### src/rtl/dice_pkg.sv
// dice_pkg: shared state encoding and width/step helpers for the dice roller.
package dice_pkg;
   typedef enum logic [1:0] {IDLE, ROLLING, SETTLED, DONE} state_t;
   function automatic int dice_w(input int sides);
      return $clog2(sides + 1);
   endfunction
   function automatic int sum_w(input int n, input int sides);
      return $clog2(n * sides + 1);
   endfunction
   // Distinct per-die strides make the dice drift apart while the button is held.
   function automatic int step(input int i, input int sides);
      return (i % (sides - 1)) + 1;
   endfunction
endpackage

### src/rtl/die_counter.sv
// die_counter: one die, cycling 1..SIDES by a fixed stride; 0 means unrolled.
module die_counter
   import dice_pkg::*;
#(
   parameter int SIDES = 6,
   parameter int STEP = 1,
   localparam int DW = dice_w(SIDES)
) (
   input  logic          clk,
   input  logic          rst,
   input  logic          clear,
   input  logic          load1,
   input  logic          advance,
   output logic [DW-1:0] value
);
   logic [DW:0] acc;
   logic [DW-1:0] nxt;
   // acc = v-1+STEP stays below 2*SIDES, so one conditional subtract gives the modulo.
   always_comb begin
      acc = (DW+1)'(value) - (DW+1)'(1) + (DW+1)'(STEP);
      nxt = (acc >= (DW+1)'(SIDES)) ? DW'(acc - (DW+1)'(SIDES) + (DW+1)'(1)) : DW'(acc + (DW+1)'(1));
   end
   always_ff @(posedge clk) begin
      if (rst || clear) value <= '0;
      else if (load1) value <= DW'(1);
      else if (advance) value <= nxt;
   end
endmodule

### src/rtl/dice_roller.sv
// dice_roller: turn-based dice game controller with per-die hold and limited re-rolls.
module dice_roller
   import dice_pkg::*;
#(
   parameter int NUM_DICE = 5,
   parameter int SIDES = 6,
   parameter int MAX_ROLLS = 3,
   localparam int DW = dice_w(SIDES),
   localparam int SW = sum_w(NUM_DICE, SIDES)
) (
   input  logic                   clk,
   input  logic                   rst,
   input  logic                   enable,
   input  logic                   btn,
   input  logic                   new_turn,
   input  logic [NUM_DICE-1:0]    hold_mask,
   output logic [NUM_DICE*DW-1:0] dice,
   output logic [SW-1:0]          sum,
   output logic [2:0]             rolls_left,
   output logic                   choose,
   output logic                   turn_done
);
   localparam logic [2:0] MAXR = 3'(MAX_ROLLS);
   state_t state, state_n;
   logic btn_q, press, clear, load1;
   logic [NUM_DICE-1:0] mask, mask_n, adv;
   logic [2:0] rolls_n;
   assign press = btn & ~btn_q;
   always_ff @(posedge clk) begin
      if (rst) begin
         state <= IDLE;
         btn_q <= 1'b0;
         mask <= '0;
         rolls_left <= MAXR;
      end else begin
         state <= state_n;
         btn_q <= btn;
         mask <= mask_n;
         rolls_left <= rolls_n;
      end
   end
   always_comb begin
      state_n = state;
      mask_n = mask;
      rolls_n = rolls_left;
      clear = 1'b0;
      load1 = 1'b0;
      adv = '0;
      if (!enable) begin
         state_n = IDLE;
         clear = 1'b1;
         rolls_n = MAXR;
      end else begin
         case (state)
            IDLE: begin
               clear = ~press;
               load1 = press;
               mask_n = press ? '0 : mask;
               state_n = press ? ROLLING : IDLE;
            end
            ROLLING: begin
               adv = btn ? ~mask : '0;
               rolls_n = btn ? rolls_left : rolls_left - 3'd1;
               state_n = btn ? ROLLING : (rolls_left == 3'd1 ? DONE : SETTLED);
            end
            SETTLED: begin
               // new_turn outranks a press; an all-held press is a no-op.
               if (new_turn) begin
                  state_n = IDLE;
                  clear = 1'b1;
                  rolls_n = MAXR;
               end else if (press && !(&hold_mask)) begin
                  state_n = ROLLING;
                  mask_n = hold_mask;
                  adv = ~hold_mask;
               end
            end
            DONE: begin
               if (new_turn) begin
                  state_n = IDLE;
                  clear = 1'b1;
                  rolls_n = MAXR;
               end
            end
            default: state_n = IDLE;
         endcase
      end
   end
   for (genvar i = 0; i < NUM_DICE; i++) begin : g_die
      die_counter #(.SIDES(SIDES), .STEP(step(i, SIDES))) u_die (
         .clk(clk),
         .rst(rst),
         .clear(clear),
         .load1(load1),
         .advance(adv[i]),
         .value(dice[i*DW +: DW])
      );
   end
   always_comb begin
      sum = '0;
      for (int i = 0; i < NUM_DICE; i++) sum = sum + SW'(dice[i*DW +: DW]);
   end
   assign choose = (state == SETTLED) || (state == DONE);
   assign turn_done = (state == DONE);
endmodule

### config.mk
export PLATFORM = sky130hd
export DESIGN_NAME = dice_roller
export DESIGN_NICKNAME = d
export VERILOG_FILES = /design/src/rtl/dice_pkg.sv /design/src/rtl/die_counter.sv /design/src/rtl/dice_roller.sv
export SDC_FILE = /design/constraint.sdc
export NUM_CORES = 1
export LEC_CHECK = 0
export CORE_ASPECT_RATIO = 0.6
export CORE_MARGIN = 1
export CORE_UTILIZATION = 54
export CTS_CLUSTER_DIAMETER = 150
export DETAILED_ROUTE_END_ITERATION = 8
export PLACE_DENSITY = 0.81
export SYNTH_ARGS = -nofsm -noshare
export SYNTH_HDL_FRONTEND = slang
export SYNTH_SLANG_ARGS = --single-unit
export TNS_END_PERCENT = 100
### constraint.sdc
create_clock -name clk -period 3.6 [get_ports clk]
set_input_delay 0.54 -clock clk [delete_from_list [all_inputs] [get_ports clk]]
set_output_delay 0.54 -clock clk [all_outputs]
set_load 0.005 [all_outputs]
* Word-level counts from Yosys, hierarchy flattened *
Index checks and enable logic that the tools add are counted.

storage, ports and cells
  register bits after elaboration = 26
  input port bits = 10
  output and inout port bits = 25
  logic and storage cells = 124

operators by class
  $add $sub $neg = 30
  magnitude comparators = 5
  eq/ne operators = 11
  mux-type cells = 39
  bitwise logic cells = 6
  reduce and logical (&&, ||, !) cells = 19

operators by type and width
  kind                 number
  $mux 5               7
  $add 3x1->3 const B  10
  $mux 3               7
  $ge 4x3->1 const B   5
  $pmux 5 s2           2
  $sub 3x1->4 const B  5
  $mux 1               16
  $sub 3x3->3 const B  5
  $reduce_bool 2->1    7
  $add 5x3->5          2
  $ne 2x2->1 const B   5
  $not 5->5            2
  $reduce_and 5->1     2
  $add 4x2->4 const B  2
  $add 4x3->4 const B  2
  $mux 2               4
  $pmux 2 s4           1
  $pmux 3 s2           1
  $reduce_or 2->1      3
  $add 4x3->5          1
  $add 3x3->4          1
  $add 4x1->4 const B  1
  $eq 2x2->1 const B   2
  $eq 3x1->1 const B   1
  13 further kinds     16

* Depth between registers and ports, before layout *
Gate-level depths: netlist (run 1).

  word-level depth = 9
  gate-level depth with buffers = 11
  gate-level depth less buffers = 11

* Modules after synthesis *
Synthesis (run 1) repeated with hierarchy kept, for this count alone.

second synthesis, totals
  cells, all modules = 272
  area, all modules = 2318.5 µm²

modules (own cells, without submodules)
  module                         times used  cells each  area each (µm²)  seq. area each (µm²)
  dice_roller                    1           130         1104.8           220.2
  die_counter at g_die[3].u_die  1           41          319.1            60.1
  die_counter at g_die[1].u_die  1           31          256.5            60.1
  die_counter at g_die[2].u_die  1           28          247.7            60.1
  die_counter at g_die[0].u_die  1           22          203.9            60.1
  die_counter at g_die[4].u_die  1           20          186.4            60.1

* Worst setup path before layout (run 1) *
OpenSTA, ideal clock, no wires.

  path kind = register -> output
  start = register g_die[0].u_die.value[2]
  end = output sum[4]
  arrival time = 2.893 ns
  required time = 3.060 ns
  path slack = 0.167 ns
  stages on the path, launching flop included = 12
  buffers on the path = 0
  path through = dfxtp_1 > inv_1 > fa_1 > inv_1 > fa_1 > inv_1 > fa_1 > inv_1 > ha_1 > a21o_1 > a21oi_1 > xnor2_1

on the way
  word-level cells in the longest chain between the ends = 4

ends and longest elaborated chain
  item                      RTL line            RTL
  start: declaration        die_counter.sv:14   output logic [DW-1:0] value
  start signal: assignment  die_counter.sv:26   else if (advance) value <= nxt;
  $add 3x3->4               dice_roller.sv:101  for (int i = 0; i < NUM_DICE; i++) sum = sum + SW'(dice[i*DW +: DW]);
  $add 4x3->5               dice_roller.sv:101
  $add 5x3->5 (2 in a row)  dice_roller.sv:101
  end: declaration          dice_roller.sv:18   output logic [SW-1:0] sum,

No other way between the ends.

* Worst setup path after layout (run 1) *
  start = register g_die[2].u_die.value[2]
  end = output sum[4]

on the way
  word-level cells in the longest chain between the ends = 3

ends and longest elaborated chain
  item                      RTL line
  start: declaration        die_counter.sv:14
  start signal: assignment  die_counter.sv:26
  $add 4x3->5               dice_roller.sv:101
  $add 5x3->5 (2 in a row)  dice_roller.sv:101

No other way between the ends.

==> flow_summary_export.csv, run 1 <==
group,metric,value,unit
cells_and_area,diodes,0,
power,ir_drop,0.181,mV
timing,worst_pin_slew,0.773,ns
timing,slew_headroom,47.9,%
placement,port-buffer-count,34,
synthesis,yosysTopAreaCell,"dfxtp_1",
drt,ant_nets,0,
synthesis,synth-compound-area-share,18.8,%
clocking,clk_pin_slew_worst_paths,0.09,ns
clocking,cts_buffers,3,
grt,antenna_found_initial,0,
floorplan,core_area,0.00374,mm^2
synthesis,synthAdderAreaFrac,26.6,%
cells_and_area,seq_area,527,um^2
synthesis,synth_edf_count,0,
grt,grt_overflow,0,
clocking,htree_levels,1,
critical_path,cp_max_fo,2,
drt,wl_per_cell,14.7,um
critical_path,required,3.06,ns
critical_path,arrival,3.16,ns
placement,place_congestion,0.788,
timing,setup-violations-final,1,
floorplan,die_area,0.00426,mm^2
timing,period_share,103,%
timing,fin_worst_skew,0.00272,ns
synthesis,synthArstFlopShare,0,%
placement,hpwl,3830,um
floorplan,fp.dieW,83.6,um
floorplan,fp.dieH,51.0,um
synthesis,ys_warn_count,0,
grt,grt_max_degree,15,
synthesis,synth_top_area_share,24.1,%
clocking,clkSinkCount,26,
synthesis,syn_nets,293,
floorplan,ioPinCount,35,
synthesis,syn_area_per_cell,8.92,um^2
cells_and_area,areaGrowthSynthToFinish,25.4,%
clocking,cts_buffer_depth,2,
placement,dp_cells,332,
timing,fin_setup_tns,-0.104,ns
clocking,insertion_delay,0.27,ns
power,p_leak,1.22,nW
status,violations,"negative setup slack",
synthesis,ys_types,40,
power,p_per_area,203,mW/mm^2
drt,drc,0,
drt,drtPass1Iterations,4,
cells_and_area,layout.nets,344,
timing,min_period,3.70,ns
critical_path,critPathCaptureType,"primary output",
clocking,root_buffer,"clkbuf_8",
drt,vias,1868,
cells_and_area,fin_cells,339,
synthesis,synthMuxAreaShare,2.32,%
grt,grt_usage,26.0,%
synthesis,yosys-top-cells-area,"dfxtp_1, ha_1, fa_1, inv_1, a21oi_1",
drt,via_per_inst,5.51,
grt,grt_pass1_wl,8760,um
timing,hold_viol,0,
cells_and_area,multi_input_area,0.00148,mm^2
critical_path,startpoint_type,"flop",
synthesis,synthCells,242,
drt,drt_iter0_drc,166,
synthesis,synth_top_family_by_area,"adder cells",
clocking,cts_hold_buf,0,
synthesis,synthFlopType,"dfxtp_1",
clocking,cts_tree,"done",
synthesis,synthSimpleGateAreaFrac,14.7,%
timing,drv_slew,0,
timing,fmax,270,MHz
status,outcome,"complete, but fails checks",
cells_and_area,fillers,294,
synthesis,ys_seq_area_share,24.1,%
drt,totalWireLength,5000,um
placement,dpl_worst_slack,-0.314,ns
grt,grt_pass1_vias,1808,
floorplan,start_util,57.7,%
timing,setup_ws,-0.104,ns
floorplan,rows,17,
job,cap_violations,0,
synthesis,synth_xor_area_share,5.68,%
synthesis,synth-seq-cells,26,
min_path,hold_path.class,"reg -> reg",
cells_and_area,drive_gt1_share,16.1,%
timing,rsz0062_at_grt,"yes",
synthesis,syn_area,0.00216,mm^2
critical_path,criticalPathCategory,"reg -> out",
-- final timing paths --
check                           slack (ns)  cells past startpoint                                  from                                    to
worst min-delay path                  0.48                      2                  mask[2]$_SDFFE_PP0P_                  mask[2]$_SDFFE_PP0P_
worst max register to register        1.32                      7                 state[0]$_SDFFE_PP0P_  g_die[0].u_die.value[2]$_SDFFE_PP0P_
worst min register to register        0.48                      2                  mask[2]$_SDFFE_PP0P_                  mask[2]$_SDFFE_PP0P_
worst max-delay path                 -0.10                     12  g_die[2].u_die.value[2]$_SDFFE_PP0P_                                sum[4]
-- power by group --
part           switching (mW)  internal [mW]
sequential            0.00333          0.290
combinational          0.0338         0.0300
clock                  0.0957         0.0979
-- Yosys cell counts, drive strengths merged (2+ instances only) --
cell    instances
a211oi          3
a21o            3
a21oi          25
a22oi           2
a311oi          2
and3            4
and4            2
buf             6
dfxtp          26
fa              8
ha             33
inv            34
mux2i           5
nand2          11
nand2b         10
nand3          10
nor2           10
nor2b           4
nor3            3
o211a           2
o211ai          2
o21ai           6
o22ai           5
o31ai           3
xnor2          12
xor2            2
-- kinds of logic after synthesis --
logic type / Yosys count
AND/OR/NAND/NOR: 56
AO/OA/AOI/OAI: 60
multiplexers: 5
adder cells (fa/ha/maj): 41
buffers and inverters: 40
XOR/XNOR: 14
flip-flops: 26
-- critical path, cell delays in order, from the launching register on --
cell and delay (ns):
dfxtp_2 0.34, inv_2 0.04, fa_1 0.53, inv_1 0.05
fa_1 0.48, inv_1 0.05, fa_1 0.50, inv_1 0.06
ha_1 0.30, a21o_1 0.18, a21oi_2 0.13, xnor2_1 0.12
buf_2 0.12
-- through the flow --
step	power (mW)	instance area [um^2]	util (%)	hold WS (ns)
2_1_floorplan	0.333	2160	-	0.439
3_3_place_gp	0.361	2630	70.3	0.459
3_5_place_dp	0.362	2630	70.3	0.461
4_1_cts	0.551	2700	72.2	0.476
5_1_grt	0.571	2710	72.3	0.517
6_report	0.551	2710	72.3	0.476
-- per-layer routing --
metal / GRT usage, % / part of all wire [%] / vias to the layer above
met1: 36.9 / 50 / 871
li1: - / - / 933
met3: 4.52 / 5.2 / 2
met5: 0 / 0 / -
met4: 3.11 / 0.22 / 0
met2: 43.0 / 44 / 62
-- cells in the final DEF (no fill, tap or decap), types with 7 or more instances in the layout --
master            n
nand2b_1         10
nand3_1          10
nand2_1          11
dfxtp_1          21
clkdlybuf4s50_1  31
nor2_1            9
ha_1             32
a21oi_1          21
buf_4            18
xnor2_1          12
inv_1            28
fa_1              7
-- sequential cells by signal (all words and copies together) (netlist names) --
register           cells
rolls_left             3
mask                   5
state                  2
btn_q                  1
g_die.u_die.value     15
-- layout make-up --
cell class / instances / area share (%)
Timing Repair Buffer: 52 / 17.0
Tap cell: 47 / 2.17
Sequential cell: 26 / 19.5
Inverter: 34 / 4.71
Clock buffer: 4 / 2.03
Multi-Input combinational cell: 176 / 54.6
-- timing repair --
item | in CTS | in global routing
gates cloned | 0 | 0
gates resized for setup | 21 | 4
pin swaps | 10 | 1
buffers inserted | 2 | 2
endpoints found under the setup margin | 3 | 3
endpoints found under the hold margin | 0 | 0
(Power assumes the default switching activity.)
==> run 2: changes to the inputs <==
--- a/config.mk
+++ b/config.mk
@@ -6,7 +6,6 @@
 export NUM_CORES = 1
 export LEC_CHECK = 0
 export CORE_ASPECT_RATIO = 0.6
-export CORE_MARGIN = 1
 export CORE_UTILIZATION = 54
 export CTS_CLUSTER_DIAMETER = 150
 export DETAILED_ROUTE_END_ITERATION = 8
==> results of run 2 <==
No change in the layout: final DEF, timing and power equal those of run 1.
==> run 3: changes to the inputs <==
--- a/config.mk
+++ b/config.mk
@@ -5,8 +5,9 @@
 export SDC_FILE = /design/constraint.sdc
 export NUM_CORES = 1
 export LEC_CHECK = 0
+export ABC_AREA = 1
 export CORE_ASPECT_RATIO = 0.6
-export CORE_UTILIZATION = 54
+export CORE_UTILIZATION = 55
 export CTS_CLUSTER_DIAMETER = 150
 export DETAILED_ROUTE_END_ITERATION = 8
 export PLACE_DENSITY = 0.81
==> run 3 against run 2 <==
The flow still finishes with violations (negative setup slack). Sequential power up 3%. Power up 6.5%. Core utilization up 4.0 points. Critical path depth down 2. Maximum frequency up 0.45%. Via count up 17%. Combinational power up 45%. Critical path type unchanged. Critical endpoint is now sum[2].
==> flow_summary_export.csv, run 3 <==
group,metric,value,unit
status,outcome,"complete, but fails checks",
status,violations,"negative setup slack",
floorplan,rows,17,
cells_and_area,final_common_cell,"nand2_1",
timing,fin_setup_tns,-0.232,ns
synthesis,synth_top_area_share,22.1,%
clocking,cts_buffers,3,
drt,drc,0,
clocking,clk_pin_slew_worst_paths,0.09,ns
placement,dpl-instance-area,0.00283,mm^2
cells_and_area,top_regs,"g_die.u_die.value (15), mask (5), rolls_left (3)",
synthesis,synthCells,331,
timing,fin_worst_skew,0.00502,ns
timing,fmax,271,MHz
drt,vias,2177,
clocking,insertion_delay,0.27,ns
floorplan,fp.dieW,86.4,um
cells_and_area,final_cell_area,0.00296,mm^2
synthesis,syn_area,0.00235,mm^2
grt,antenna_found_initial,0,
timing,setup_ws,-0.0875,ns
min_path,hold_path.class,"reg -> reg",
floorplan,start_util,60.7,%
clocking,root_buffer,"clkbuf_8",
grt,grt_usage,27.3,%
critical_path,criticalPathCategory,"reg -> out",
placement,place_congestion,0.897,
clocking,htree_levels,1,
cells_and_area,areaGrowthSynthToFinish,25.7,%
timing,min_period,3.69,ns
critical_path,critPathCaptureType,"primary output",
power,p_per_area,198,mW/mm^2
synthesis,synth-seq-cells,26,
placement,dpl_worst_slack,-0.192,ns
synthesis,ys_types,34,
cells_and_area,top_register,"g_die.u_die.value",
timing,slew_headroom,66.7,%
critical_path,cp_max_fo,2,
cells_and_area,largest_reg_flops,15,
floorplan,ioPinCount,35,
grt,grt_max_degree,15,
grt,grt_pass1_wl,9300,um
synthesis,synthFlopType,"dfxtp_1",
cells_and_area,fin_cells,441,
synthesis,synth.most_common_cell,"nand2_1",
cells_and_area,final_cell_mix,"nand2_1, inv_1, nor2_1",
cells_and_area,fillers,304,
synthesis,syn_area_per_cell,7.10,um^2
floorplan,core_area,0.00387,mm^2
cells_and_area,diodes,0,
timing,setup-violations-final,3,
critical_path,arrival,3.15,ns
critical_path,required,3.06,ns
synthesis,yosysTopAreaCell,"dfxtp_1",
drt,drt_iter0_drc,111,
grt,grt_overflow,0,
drt,ant_nets,0,
job,cap_violations,0,
drt,wl_per_cell,12.8,um
drt,drtPass1Iterations,4,
clocking,cts_tree,"done",
timing,drv_slew,0,
critical_path,startpoint_type,"flop",
synthesis,synth_edf_count,0,
drt,via_per_inst,4.94,
floorplan,die_area,0.00455,mm^2
timing,period_share,102,%
grt,grt_pass1_vias,2005,
synthesis,synthArstFlopShare,0,%
floorplan,fp.dieH,52.6,um
drt,totalWireLength,5640,um
placement,dp_cells,432,
clocking,clkSinkCount,26,
synthesis,ys_seq_area_share,22.1,%
synthesis,synthTopCellsByCount,"nand2_1, inv_1, nor2_1",
cells_and_area,layout.nets,436,
power,p_leak,1.52,nW
power,ir_drop,0.145,mV
timing,hold_viol,0,
cells_and_area,fin_util,76.3,%
synthesis,yosys-top-cells-area,"dfxtp_1, ha_1, nand2_1, inv_1, fa_1",
cells_and_area,drive_gt1_share,16.9,%
placement,port-buffer-count,34,
timing,rsz0062_at_grt,"yes",
clocking,cts_buffer_depth,2,
timing,worst_pin_slew,0.500,ns
synthesis,syn_nets,382,
placement,hpwl,4240,um
synthesis,ys_warn_count,0,
-- run 3: changes by cell type in the layout (fill, tap and decap cells not counted), moves of 5 or more --
cell      delta
mux2i_1      -5
nor2_1      +26
nand2b_1    -10
nand2_1     +73
o21ai_0      +5
xnor2_1      -7
inv_1       +18
nand3_1     +10
o22ai_1      -5
a21oi_1     -11
-- run 3: path summary, 6_finish.rpt --
kind	start	cells after the start	slack [ns]	end
hold / removal	mask[2]$_SDFFE_PP0P_	2	0.47	mask[2]$_SDFFE_PP0P_
hold reg to reg	mask[2]$_SDFFE_PP0P_	2	0.47	mask[2]$_SDFFE_PP0P_
setup reg to reg	state[0]$_SDFFE_PP0P_	11	1.66	g_die[0].u_die.value[2]$_SDFFE_PP0P_
setup / recovery	g_die[1].u_die.value[1]$_SDFFE_PP0P_	10	-0.09	sum[2]
-- run 3: metal layers --
layer / GRT usage, % / vias to the layer above / routed length, um
li1: - / 1122 / -
met1: 36.2 / 988 / 2690
met2: 45.4 / 63 / 2510
met3: 6.61 / 4 / 397
met4: 5.56 / 0 / 39
met5: 0 / - / 0
-- run 3: timing repair --
action | 4_1_cts | 5_1_grt
resized for setup | 21 | 12
endpoints found under the hold margin | 0 | 0
endpoints found under the setup margin | 3 | 4
buffers inserted | 2 | 3
hold buffers | 0 | 0
pin swaps | 8 | 7
-- run 3: critical path, stage by stage (launching register included) --
cell	delay [ns]
dfxtp_2	0.34
inv_1	0.07
fa_1	0.47
fa_1	0.51
inv_2	0.05
fa_1	0.52
ha_2	0.20
inv_2	0.04
fa_2	0.54
inv_1	0.03
buf_2	0.11
-- run 3: per-stage QoR --
stage	power [mW]	hold WS (ns)
6_report	0.586	0.474
5_1_grt	0.613	0.508
4_1_cts	0.585	0.476
3_5_place_dp	0.397	0.455
3_3_place_gp	0.395	0.446
2_1_floorplan	0.364	0.432
-- run 3: cell families after synthesis --
logic type | after synthesis | share of synthesized area [%]
adder cells (fa/ha/maj) | 41 | 24.4
AND/OR/NAND/NOR | 159 | 30.0
XOR/XNOR | 12 | 4.47
AO/OA/AOI/OAI | 30 | 7.66
buffers and inverters | 63 | 11.3
flip-flops | 26 | 22.1
-- run 3: final cells by class --
type | count | area [um^2] | share of cell area [%]
repair buffers | 54 | 478 | 16.2
inverters | 58 | 224 | 7.58
flip-flops and latches | 26 | 527 | 17.8
multi-input cells | 242 | 1600 | 54.1
well taps | 57 | 71.3 | 2.41
clock buffers | 4 | 55.1 | 1.86
-- run 3: power by group --
group / internal (mW) / switching [mW] / leakage (nW)
registers: 0.295 / 0.00569 / 0.213
logic: 0.0390 / 0.0539 / 1.27
clock network: 0.0979 / 0.0951 / 0.0288
total: 0.432 / 0.155 / 1.52
